===== src/rtl/wb_mbox_fifo_pkg.sv =====
`default_nettype none
// ============================================================================
//  Module   : wb_mbox_fifo_pkg
//  Purpose  : Shared constants for the inter-core Wishbone mailbox FIFO.
//             This package holds the slave word address used by the bus
//             controller decode, the default FIFO depth, and the status bit
//             positions reserved for a future status register.
//  Revision : 1.0  initial release
// ============================================================================
package wb_mbox_fifo_pkg;

    // Word address decoded upstream by the two-core bus controller (slave 1).
    localparam logic [31:0] MBOX_ADDR      = 32'h0000_0801;

    // Default number of FIFO entries. It must be a power of 2 and at least 2.
    localparam int          MBOX_DEPTH_DEF = 8;

    // Bit positions for a future memory-mapped status register.
    localparam int          STS_EMPTY_BIT  = 0;
    localparam int          STS_FULL_BIT   = 1;
    localparam int          STS_OVF_BIT    = 2;
    localparam int          STS_UDF_BIT    = 3;
    localparam int          STS_IRQ_BIT    = 4;

endpackage : wb_mbox_fifo_pkg
`default_nettype wire


===== src/rtl/mbox_fifo_mem.sv =====
`default_nettype none
// ============================================================================
//  Module   : mbox_fifo_mem
//  Purpose  : DEPTH x DWIDTH register array for the mailbox FIFO.
//             Writes are synchronous. Reads are asynchronous, so the head
//             word is available in the same cycle the read is accepted.
//             The storage has no reset.
//  Ports    : i_wb_clk  clock
//             i_we      write strobe
//             i_waddr   write address (write pointer)
//             i_wdata   write word (byte-masked by the caller)
//             i_raddr   read address (read pointer)
//             o_rdata   word at i_raddr
//  Revision : 1.0  initial release
// ============================================================================
module mbox_fifo_mem
    import wb_mbox_fifo_pkg::*;
#(
    parameter int DWIDTH = 32,
    parameter int DEPTH  = MBOX_DEPTH_DEF,
    parameter int AW     = $clog2(DEPTH)
) (
    input  logic              i_wb_clk,
    input  logic              i_we,
    input  logic [AW-1:0]     i_waddr,
    input  logic [DWIDTH-1:0] i_wdata,
    input  logic [AW-1:0]     i_raddr,
    output logic [DWIDTH-1:0] o_rdata
);

    logic [DWIDTH-1:0] r_mem [DEPTH];

    always_ff @(posedge i_wb_clk) begin
        if (i_we) begin
            r_mem[i_waddr] <= i_wdata;
        end
    end

    assign o_rdata = r_mem[i_raddr];

endmodule : mbox_fifo_mem
`default_nettype wire


===== src/rtl/wb_mbox_fifo.sv =====
`default_nettype none
// ============================================================================
//  Module   : wb_mbox_fifo
//  Purpose  : Wishbone inter-core mailbox. A write pushes a word into the
//             FIFO and a read pops the head word. Each access is acked one
//             cycle after it is accepted. No new request is taken while ack
//             is high, so the arbiter can switch masters on ack safely.
//  Config   : WB_MBOX_IRQ_EN  defined   -> o_irq = (count >= IRQ_THRESH)
//                                           | o_overflow (registered)
//                             undefined -> o_irq tied to 0
//  Ports    : i_wb_clk, i_arst_n (async, active-low)
//             i_wb_adr/sel/we/dat/cyc/stb, o_wb_dat/ack  Wishbone slave
//             i_flag_clr      clears the sticky overflow/underflow flags
//             o_count/empty/full  registered occupancy status
//             o_overflow/underflow  sticky error flags
//             o_irq           mailbox interrupt
//  Revision : 1.0  initial release
// ============================================================================
module wb_mbox_fifo
    import wb_mbox_fifo_pkg::*;
#(
    parameter int WB_DWIDTH  = 32,
    parameter int WB_SWIDTH  = 4,
    parameter int DEPTH      = MBOX_DEPTH_DEF,
    parameter int IRQ_THRESH = 1
) (
    input  logic                     i_wb_clk,
    input  logic                     i_arst_n,
    input  logic [31:0]              i_wb_adr,
    input  logic [WB_SWIDTH-1:0]     i_wb_sel,
    input  logic                     i_wb_we,
    input  logic [WB_DWIDTH-1:0]     i_wb_dat,
    output logic [WB_DWIDTH-1:0]     o_wb_dat,
    input  logic                     i_wb_cyc,
    input  logic                     i_wb_stb,
    output logic                     o_wb_ack,
    input  logic                     i_flag_clr,
    output logic [$clog2(DEPTH):0]   o_count,
    output logic                     o_empty,
    output logic                     o_full,
    output logic                     o_overflow,
    output logic                     o_underflow,
    output logic                     o_irq
);

    localparam int                 c_PTR_W    = $clog2(DEPTH);
    localparam logic [c_PTR_W-1:0] c_PTR_ONE  = c_PTR_W'(1);
    localparam logic [c_PTR_W:0]   c_CNT_ONE  = (c_PTR_W + 1)'(1);
    localparam logic [c_PTR_W:0]   c_CNT_FULL = (c_PTR_W + 1)'(DEPTH);

    logic [WB_DWIDTH-1:0] r_dat;
    logic                 r_ack;
    logic [c_PTR_W-1:0]   r_wr_ptr;
    logic [c_PTR_W-1:0]   r_rd_ptr;
    logic [c_PTR_W:0]     r_count;
    logic                 r_empty;
    logic                 r_full;
    logic                 r_ovf;
    logic                 r_udf;
    logic                 r_irq;

    logic                 w_req;
    logic                 w_wr;
    logic                 w_rd;
    logic                 w_push;
    logic                 w_pop;
    logic                 w_ovf_nxt;
    logic                 w_udf_nxt;
    logic [c_PTR_W:0]     w_count_nxt;
    logic [WB_DWIDTH-1:0] w_wdata;
    logic [WB_DWIDTH-1:0] w_head;
    logic                 w_unused;

    // Gating on our own ack blocks a stale request in the ack cycle, so the
    // best-case rate is one access every two cycles.
    assign w_req  = i_wb_cyc & i_wb_stb & ~r_ack;
    assign w_wr   = w_req &  i_wb_we;
    assign w_rd   = w_req & ~i_wb_we;
    assign w_push = w_wr & ~r_full;
    assign w_pop  = w_rd & ~r_empty;

    // Setting a flag takes priority over a coincident clear.
    assign w_ovf_nxt = (w_wr & r_full)  | (r_ovf & ~i_flag_clr);
    assign w_udf_nxt = (w_rd & r_empty) | (r_udf & ~i_flag_clr);

    // Bytes that are not selected are stored as zero.
    for (genvar b = 0; b < WB_SWIDTH; b++) begin : g_byte
        assign w_wdata[b*8 +: 8] = i_wb_sel[b] ? i_wb_dat[b*8 +: 8] : 8'h00;
    end

    // Push and pop never coincide because the port is single-access.
    always_comb begin
        w_count_nxt = r_count;
        if (w_push) begin
            w_count_nxt = r_count + c_CNT_ONE;
        end else if (w_pop) begin
            w_count_nxt = r_count - c_CNT_ONE;
        end
    end

    mbox_fifo_mem #(
        .DWIDTH (WB_DWIDTH),
        .DEPTH  (DEPTH),
        .AW     (c_PTR_W)
    ) u_mem (
        .i_wb_clk (i_wb_clk),
        .i_we     (w_push),
        .i_waddr  (r_wr_ptr),
        .i_wdata  (w_wdata),
        .i_raddr  (r_rd_ptr),
        .o_rdata  (w_head)
    );

    always_ff @(posedge i_wb_clk or negedge i_arst_n) begin
        if (!i_arst_n) begin
            r_ack    <= 1'b0;
            r_dat    <= '0;
            r_wr_ptr <= '0;
            r_rd_ptr <= '0;
            r_count  <= '0;
            r_empty  <= 1'b1;
            r_full   <= 1'b0;
            r_ovf    <= 1'b0;
            r_udf    <= 1'b0;
        end else begin
            r_ack   <= w_req;
            r_count <= w_count_nxt;
            r_empty <= (w_count_nxt == '0);
            r_full  <= (w_count_nxt == c_CNT_FULL);
            r_ovf   <= w_ovf_nxt;
            r_udf   <= w_udf_nxt;
            if (w_push) begin
                r_wr_ptr <= r_wr_ptr + c_PTR_ONE;
            end
            if (w_pop) begin
                r_rd_ptr <= r_rd_ptr + c_PTR_ONE;
            end
            // Read data only changes on a read; an empty read returns zero.
            if (w_rd) begin
                r_dat <= r_empty ? '0 : w_head;
            end
        end
    end

`ifdef WB_MBOX_IRQ_EN
    localparam logic [c_PTR_W:0] c_IRQ_THRESH = (c_PTR_W + 1)'(IRQ_THRESH);

    // Built from next-state values so the interrupt moves with o_count.
    always_ff @(posedge i_wb_clk or negedge i_arst_n) begin
        if (!i_arst_n) begin
            r_irq <= 1'b0;
        end else begin
            r_irq <= (w_count_nxt >= c_IRQ_THRESH) | w_ovf_nxt;
        end
    end
    assign w_unused = ^i_wb_adr;
`else
    assign r_irq    = 1'b0;
    assign w_unused = ^{i_wb_adr, IRQ_THRESH};
`endif

    assign o_wb_ack    = r_ack;
    assign o_wb_dat    = r_dat;
    assign o_count     = r_count;
    assign o_empty     = r_empty;
    assign o_full      = r_full;
    assign o_overflow  = r_ovf;
    assign o_underflow = r_udf;
    assign o_irq       = r_irq;

endmodule : wb_mbox_fifo
`default_nettype wire


===== config.mk =====
export PLATFORM = sky130hd
export DESIGN_NAME = wb_mbox_fifo
export DESIGN_NICKNAME = d
export VERILOG_FILES = /design/src/rtl/wb_mbox_fifo_pkg.sv /design/src/rtl/mbox_fifo_mem.sv /design/src/rtl/wb_mbox_fifo.sv
export SDC_FILE = /design/constraint.sdc
export NUM_CORES = 1
export LEC_CHECK = 0
export BUFFER_PORTS_ARGS = -buffer_cell sky130_fd_sc_hd__buf_2
export CELL_PAD_IN_SITES_DETAIL_PLACEMENT = 0
export CELL_PAD_IN_SITES_GLOBAL_PLACEMENT = 1
export CORE_MARGIN = 4
export CORE_UTILIZATION = 35
export CTS_CLUSTER_DIAMETER = 150
export CTS_CLUSTER_SIZE = 10
export DETAILED_ROUTE_END_ITERATION = 8
export PLACE_DENSITY_LB_ADDON = 0.1
export SKIP_CTS_REPAIR_TIMING = 1
export SYNTH_ARGS = -nofsm -noshare
export SYNTH_HDL_FRONTEND = slang
export SYNTH_HIERARCHICAL = 1
export SYNTH_SLANG_ARGS = --single-unit

===== constraint.sdc =====
create_clock -name i_wb_clk -period 4.8 [get_ports i_wb_clk]
set_clock_uncertainty 0.1 [all_clocks]
set_input_delay 0.72 -clock i_wb_clk [delete_from_list [all_inputs] [get_ports i_wb_clk]]
set_output_delay 0.72 -clock i_wb_clk [all_outputs]
set_load 0.02 [all_outputs]

==> impl_metrics.json, run 1 <==
{
  "cp_cell_sequence": "buf_4 -> mux4_1 -> mux2_2 -> nand2_1 -> o21ai_1",
  "routed_wl_um": 26090,
  "clk_latency_ns": 0.49,
  "met2_usage_pct": 22.58,
  "yosysWarnings": 6,
  "grt_pass1_wl_um": 39870,
  "die_width_um": 193.8,
  "die_h_um": 193.8,
  "synth_compound_area_share_pct": 1.895,
  "setup_tns_ns": 0,
  "path_max_fanout": 61,
  "use_met3_pct": 2.520,
  "synthSimpleGateAreaFrac_pct": 5.738,
  "met1_usage_pct": 19.24,
  "setup_violations": 0,
  "outcome": "finished clean",
  "synthMuxAreaShare_pct": 16.42,
  "ant_nets": 0,
  "areaGrowthSynthToFinish_pct": 16.83,
  "synth-seq-cells": 303,
  "final_layout_size_suffix_gt1_share_pct": 27.81,
  "rows": 67,
  "clock-sinks": 303,
  "vdd_drop_max_v": 0.0002615,
  "maxSlewViolCount": 0,
  "synth-seq-area-share_pct": 73.38,
  "synth-xor-area-share_pct": 0.3625,
  "first_iter_violations": 284,
  "max_freq_ghz": 0.3584,
  "synthAdderAreaFrac_pct": 0.4143,
  "slew_headroom_pct": 22.10,
  "clk_path_buf_depth": 3,
  "cts-htree-levels": 2,
  "synth_area_per_cell_um2": 19.18,
  "routed-via-count": 5958,
  "top_level_ports": 116,
  "worstMarginPinSlew_ns": 1.169,
  "cp-start-kind": "flip-flop",
  "period_needed_ns": 2.790,
  "rr_worst_depth": 5,
  "placedInstanceArea_um2": 13080,
  "synth_nets": 708,
  "worstPathArrival_ns": 3.04,
  "min_path_type": "input pin to async pin",
  "ys_types": 42,
  "synth_top_family_by_area": "multiplexers",
  "cp_slowest_cell": "dfrtp_4",
  "dp_hpwl_um": 15050,
  "gr-total-overflow": 0,
  "drt-vias-per-instance": 4.908,
  "power_density_nw_per_um2": 544.3,
  "grt_start_max_net_pins": 62,
  "numCtsBuffers": 36,
  "async_flop_share_pct": 15.51,
  "cp.required_ns": 5.05,
  "multi_input_area_um2": 3060,
  "tritoncts": "done",
  "synth_edf_count": 256,
  "setup.worst_path.end_class": "flip-flop",
  "n_fill_cell": 3047,
  "antenna_found_initial": 0,
  "clockRootBuffer": "clkbuf_16",
  "firstDrtPassIters": 4,
  "drv_cap": 0,
  "holdWs_ns": 0.2566,
  "period_share_pct": 58.13,
  "seq_area_um2": 8871,
  "numPortBuffers": 82,
  "stdcell_area_um2": 14110,
  "drc": 0,
  "max_stage_delay_ns": 1.20,
  "core_um2": 33780,
  "rsz0062_at_grt": "no",
  "power.leakage_nw": 5.091,
  "critPathKind": "flip-flop to flip-flop",
  "top_usage_layer": "met2",
  "wire_per_inst_um": 21.49,
  "dieArea_um2": 37550,
  "path_clk_slew_ns": 0.06,
  "netlist_area_um2": 12080,
  "syn_inst": 630,
  "first_global_vias": 6460,
  "grt.total_usage_pct": 13.76,
  "ys.flop_type": "edfxtp_1",
  "antennaDiodeCount": 0,
  "fin_nets": 818,
  "start_util_pct": 35.76,
  "hold_viol_final": 0,
  "place.gp.congestion": 0.7186
}
## cells in the final DEF, fill, tap and decap left out, drive strengths merged, types with 3 or more instances in the layout
cell,count
edfxtp,256
buf,102
nand2,74
mux4,64
clkbuf,63
dfrtp,46
o21ai,33
and2,33
mux2,33
inv,8
nor2,7
nand2b,6
xnor2,4
ha,4
nor3,4
nand3,3
a21oi,3
nand3b,3
## path summary, 6_finish.rpt
path	slack, ns	endpoint	startpoint
setup / recovery	2.01	o_wb_dat[15]$_DFFE_PN0N_	r_rd_ptr[0]$_DFFE_PN0P_
hold / removal	0.26	o_wb_dat[29]$_DFFE_PN0N_	i_arst_n
setup reg to reg	2.01	o_wb_dat[15]$_DFFE_PN0N_	r_rd_ptr[0]$_DFFE_PN0P_
hold reg to reg	0.38	o_wb_dat[19]$_DFFE_PN0N_	o_wb_dat[19]$_DFFE_PN0N_
max in group asynchronous	3.80	r_rd_ptr[0]$_DFFE_PN0P_	i_arst_n
min in group i_wb_clk	0.32	o_overflow$_DFF_PN0_	i_flag_clr
## final cells by class
class / instances / share of cell area [%]
Sequential cell: 303 / 62.85
Multi-Input combinational cell: 290 / 21.68
Clock buffer: 63 / 7.252
Timing Repair Buffer: 102 / 3.972
Tap cell: 448 / 3.972
Inverter: 7 / 0.2039
Clock inverter: 1 / 0.06206
## state kept, by name (all words and copies together) (netlist names)
name	count
u_mem/r_mem	256
o_full	1
o_wb_dat	32
r_wr_ptr	3
o_wb_ack	1
o_overflow	1
o_empty	1
o_underflow	1
o_count	4
r_rd_ptr	3
## worst max-delay path, delay by kind of cell (launching register included)
family | cells | cell delay, ns
compound gates | 1 | 0.07
flops | 1 | 1.20
buf+inv | 1 | 0.34
mux | 2 | 0.85
simple gates | 1 | 0.07
## synth_stat cells (all sizes together) (2+ instances only)
cell,instances,area share (%)
a21oi,3,0.12
and2,33,1.7
buf,24,1.3
clkbuf,6,0.19
dfrtp,46,9.5
edfxtp,256,64
ha,4,0.41
inv,7,0.24
mux2,33,3.1
mux2i,2,0.17
mux4,64,13
nand2,74,2.3
nand2b,6,0.31
nand3,3,0.12
nand3b,3,0.29
nor2,7,0.22
nor2b,2,0.10
nor3,4,0.17
o21ai,33,1.4
o22ai,2,0.10
or3b,2,0.15
xnor2,4,0.29
## where the power goes
group / internal (W) / switching (W) / total (W)
Clock: 0.00144 / 0.000972 / 0.00241
Sequential: 0.00311 / 0.000402 / 0.00351
Combinational: 0.000936 / 0.000828 / 0.00176
Total: 0.00548 / 0.00220 / 0.00768
## per-layer routing
metal  wire, um  vias up
li1           -     2719
met1      12090     3096
met2      12690      115
met3        943       28
met4        374        0
met5          0        -
## kinds of logic after synthesis
| family | Yosys count |
|---|---|
| mux | 99 |
| simple gates | 139 |
| fa+ha+maj | 4 |
| xor+xnor | 5 |
| flops | 303 |
| buf+inv | 37 |
| other cells | 1 |
| compound gates | 42 |
## through the flow
stage / total power [W] / utilization [%] / instances / setup WS (ns)
detailed placement: 0.005385 / 38.72 / 1150 / 1.662
finish: 0.007682 / 41.78 / 1214 / 2.010
floorplan: 0.004821 / - / 630 / 0.7863
global placement: 0.005361 / 38.72 / 1150 / 1.741
CTS: 0.007836 / 41.78 / 1214 / 1.915
global route: 0.008113 / 41.78 / 1214 / 1.782
Power figures use the tool's default switching activity.
==> run 2: changes to the inputs <==
--- a/config.mk
+++ b/config.mk
@@ -5,6 +5,7 @@
 export SDC_FILE = /design/constraint.sdc
 export NUM_CORES = 1
 export LEC_CHECK = 0
+export ABC_AREA = 1
 export BUFFER_PORTS_ARGS = -buffer_cell sky130_fd_sc_hd__buf_2
 export CELL_PAD_IN_SITES_DETAIL_PLACEMENT = 0
 export CELL_PAD_IN_SITES_GLOBAL_PLACEMENT = 1
==> constraint.sdc (replaced) <==
create_clock -name i_wb_clk -period 2.8 [get_ports i_wb_clk]
set_clock_uncertainty 0.1 [all_clocks]
set_input_delay 0.42 -clock i_wb_clk [delete_from_list [all_inputs] [get_ports i_wb_clk]]
set_output_delay 0.42 -clock i_wb_clk [all_outputs]
set_load 0.02 [all_outputs]
==> run 2 against run 1 <==
Effect of this change: count of clock-buffer cells in the layout decreased by 2; sequential cell count unchanged; final cell count increased by 62%; die area increased by 10%; fmax increased by 24%; routed wire length increased by 20%; highest routed layer unchanged; clock power increased by 75%; sequential power increased by 60%; first-iteration DRC count increased by 42%; largest cell class unchanged; via count increased by 43%; register-to-register slack got worse by 1.5 ns; area after synthesis increased by 11%.
==> impl_metrics.json, run 2 <==
{
  "outcome": "finished clean",
  "vdd_drop_max_v": 0.0005082,
  "fin_util_pct": 41.29,
  "drc": 0,
  "stdcell_area_um2": 15550,
  "firstDrtPassIters": 4,
  "drv_cap": 0,
  "die_h_um": 203.6,
  "synthSimpleGateAreaFrac_pct": 19.49,
  "rsz0062_at_grt": "no",
  "final_cell_mix": "nand2_1, inv_1, edfxtp_1",
  "power.leakage_nw": 7.408,
  "tritoncts": "done",
  "min_from": "i_flag_clr",
  "grt_pass1_wl_um": 48510,
  "synth_compound_area_share_pct": 2.252,
  "slew_headroom_pct": 37.54,
  "regMostFlops": "u_mem/r_mem",
  "clk_path_buf_depth": 3,
  "netlist_area_um2": 13390,
  "setup.worst_path.end_class": "flip-flop",
  "synthTopCellsByArea": "edfxtp_1, nand2_1, dfrtp_1, inv_1, nand3_1",
  "first_iter_violations": 403,
  "synthAdderAreaFrac_pct": 0.3737,
  "syn_inst": 1349,
  "power_w": 0.01443,
  "grt_start_max_net_pins": 107,
  "period_needed_ns": 2.258,
  "yosysMostFrequentCell": "nand2_1",
  "min_path_type": "input pin to flip-flop",
  "grt.total_usage_pct": 15.27,
  "fin_nets": 1513,
  "synthMuxAreaShare_pct": 0,
  "worstMarginPinSlew_ns": 0.9369,
  "synth-seq-area-share_pct": 66.20,
  "yosysWarnings": 6,
  "max_freq_ghz": 0.4428,
  "holdWs_ns": 0.01109,
  "final_common_cell": "nand2_1",
  "async_flop_share_pct": 15.51,
  "clockRootBuffer": "clkbuf_16",
  "die_width_um": 203.6,
  "dp_hpwl_um": 16690,
  "setup_tns_ns": 0,
  "maxSlewViolCount": 0,
  "met2_usage_pct": 25.67,
  "wire_per_inst_um": 15.91,
  "use_met3_pct": 2.019,
  "path_max_fanout": 19,
  "final_layout_size_suffix_gt1_share_pct": 11.30,
  "clock-sinks": 303,
  "ant_nets": 0,
  "path_clk_slew_ns": 0.06,
  "ys.flop_type": "edfxtp_1",
  "drt-vias-per-instance": 4.327,
  "met1_usage_pct": 21.14,
  "cp-start-kind": "flip-flop",
  "period_share_pct": 80.66,
  "synth_top_area_cell": "edfxtp_1",
  "cp.required_ns": 2.86,
  "dieArea_um2": 41460,
  "reg2reg_from": "o_wb_ack$_DFF_PN0_",
  "hold_viol_final": 0,
  "numPortBuffers": 82,
  "cts-htree-levels": 2,
  "gr-total-overflow": 0,
  "synth_top_area_share_pct": 57.40,
  "setup_violations": 0,
  "rows": 71,
  "synth_top_family_by_area": "simple AND/OR/NAND/NOR gates",
  "largest_reg_flops": 256,
  "n_fill_cell": 3757,
  "first_global_vias": 8212,
  "routed_wl_um": 31360,
  "start_util_pct": 35.55,
  "ys_types": 27,
  "place.gp.congestion": 0.6998,
  "top_level_ports": 116,
  "top_usage_layer": "met2",
  "worstPathArrival_ns": 2.32,
  "synth-xor-area-share_pct": 0.3924,
  "areaGrowthSynthToFinish_pct": 16.15,
  "synth_area_per_cell_um2": 9.927,
  "clk_latency_ns": 0.50,
  "power_density_nw_per_um2": 927.8,
  "critical_path.startpoint": "o_wb_ack$_DFF_PN0_",
  "core_um2": 37670,
  "critPathKind": "flip-flop to flip-flop",
  "antennaDiodeCount": 0,
  "placedInstanceArea_um2": 14480,
  "synth_nets": 1427,
  "synth_edf_count": 256,
  "antenna_found_initial": 0,
  "numCtsBuffers": 36,
  "synthTopCellsByCount": "nand2_1, inv_1, edfxtp_1, nand3_1, dfrtp_1",
  "synth-seq-cells": 303,
  "routed-via-count": 8529
}
==> run 2: cell count changes after synthesis, moves of 12 or more <==
cell and change:
buf_2 +12, o21ai_1 -33, and2_1 -33, mux4_1 -40
nand3_1 +130, nand2_1 +407, mux2_2 -32, mux4_2 -24
a22o_1 +32, inv_1 +301
==> run 2: routing by layer <==
layer	wire, um	up-vias	part of all wire (%)
met3	1079	37	3.4
met1	14850	3986	47
li1	-	4373	-
met2	14830	133	47
met4	599	0	1.9
met5	0	-	0
==> run 2: through the flow <==
stage	worst slack, ns	std cells
2_1_floorplan	-0.1608	1349
3_3_place_gp	0.4086	1907
3_5_place_dp	0.4121	1907
4_1_cts	0.5170	1970
5_1_grt	0.3598	1971
6_report	0.5416	1971
==> run 2: report_power, final <==
part	internal, W	switching (W)	total (W)
clock	0.00252	0.00171	0.00422
combinational	0.00147	0.00311	0.00458
sequential	0.00534	0.000285	0.00563
==> run 2: final timing paths <==
path / cells after the start / slack (ns) / endpoint
worst max-delay path: 6 / 0.54 / u_mem/r_mem[5][23]$_DFFE_PP_
worst min-delay path: 2 / 0.01 / o_overflow$_DFF_PN0_
worst max register to register: 6 / 0.54 / u_mem/r_mem[5][23]$_DFFE_PP_
worst min register to register: 1 / 0.40 / o_wb_dat[6]$_DFFE_PN0N_
max in group asynchronous: 3 / 1.65 / o_empty$_DFF_PN1_
min in group asynchronous: 2 / 0.32 / o_wb_dat[1]$_DFFE_PN0N_
==> run 2: worst max-delay path, cell delays in order, from the launching register on <==
cell and delay [ns]:
dfrtp_1 0.43, nor2_8 0.20, nand3_4 0.13, inv_1 0.18
nand2_1 0.29, nor2_4 0.19, buf_4 0.37
==> run 2: cell type report <==
| class | count | area, um^2 | share of cell area [%] |
|---|---|---|---|
| timing repair buffer | 107 | 750.7 | 4.827 |
| clock inverter | 2 | 25.02 | 0.1609 |
| inverter | 307 | 1154 | 7.417 |
| multi-input combinational | 680 | 3078 | 19.79 |
| clock buffer | 61 | 1037 | 6.669 |
| sequential | 303 | 8870 | 57.03 |
| tap | 511 | 639.4 | 4.111 |
==> run 2: logic make-up after synthesis <==
logic type	Yosys count
buffers and inverters	366
other	1
AOI/OAI and AO/OA	36
DFF	303
adders and majority gates	4
and+or+nand+nor	633
xor gates and xnor gates	6
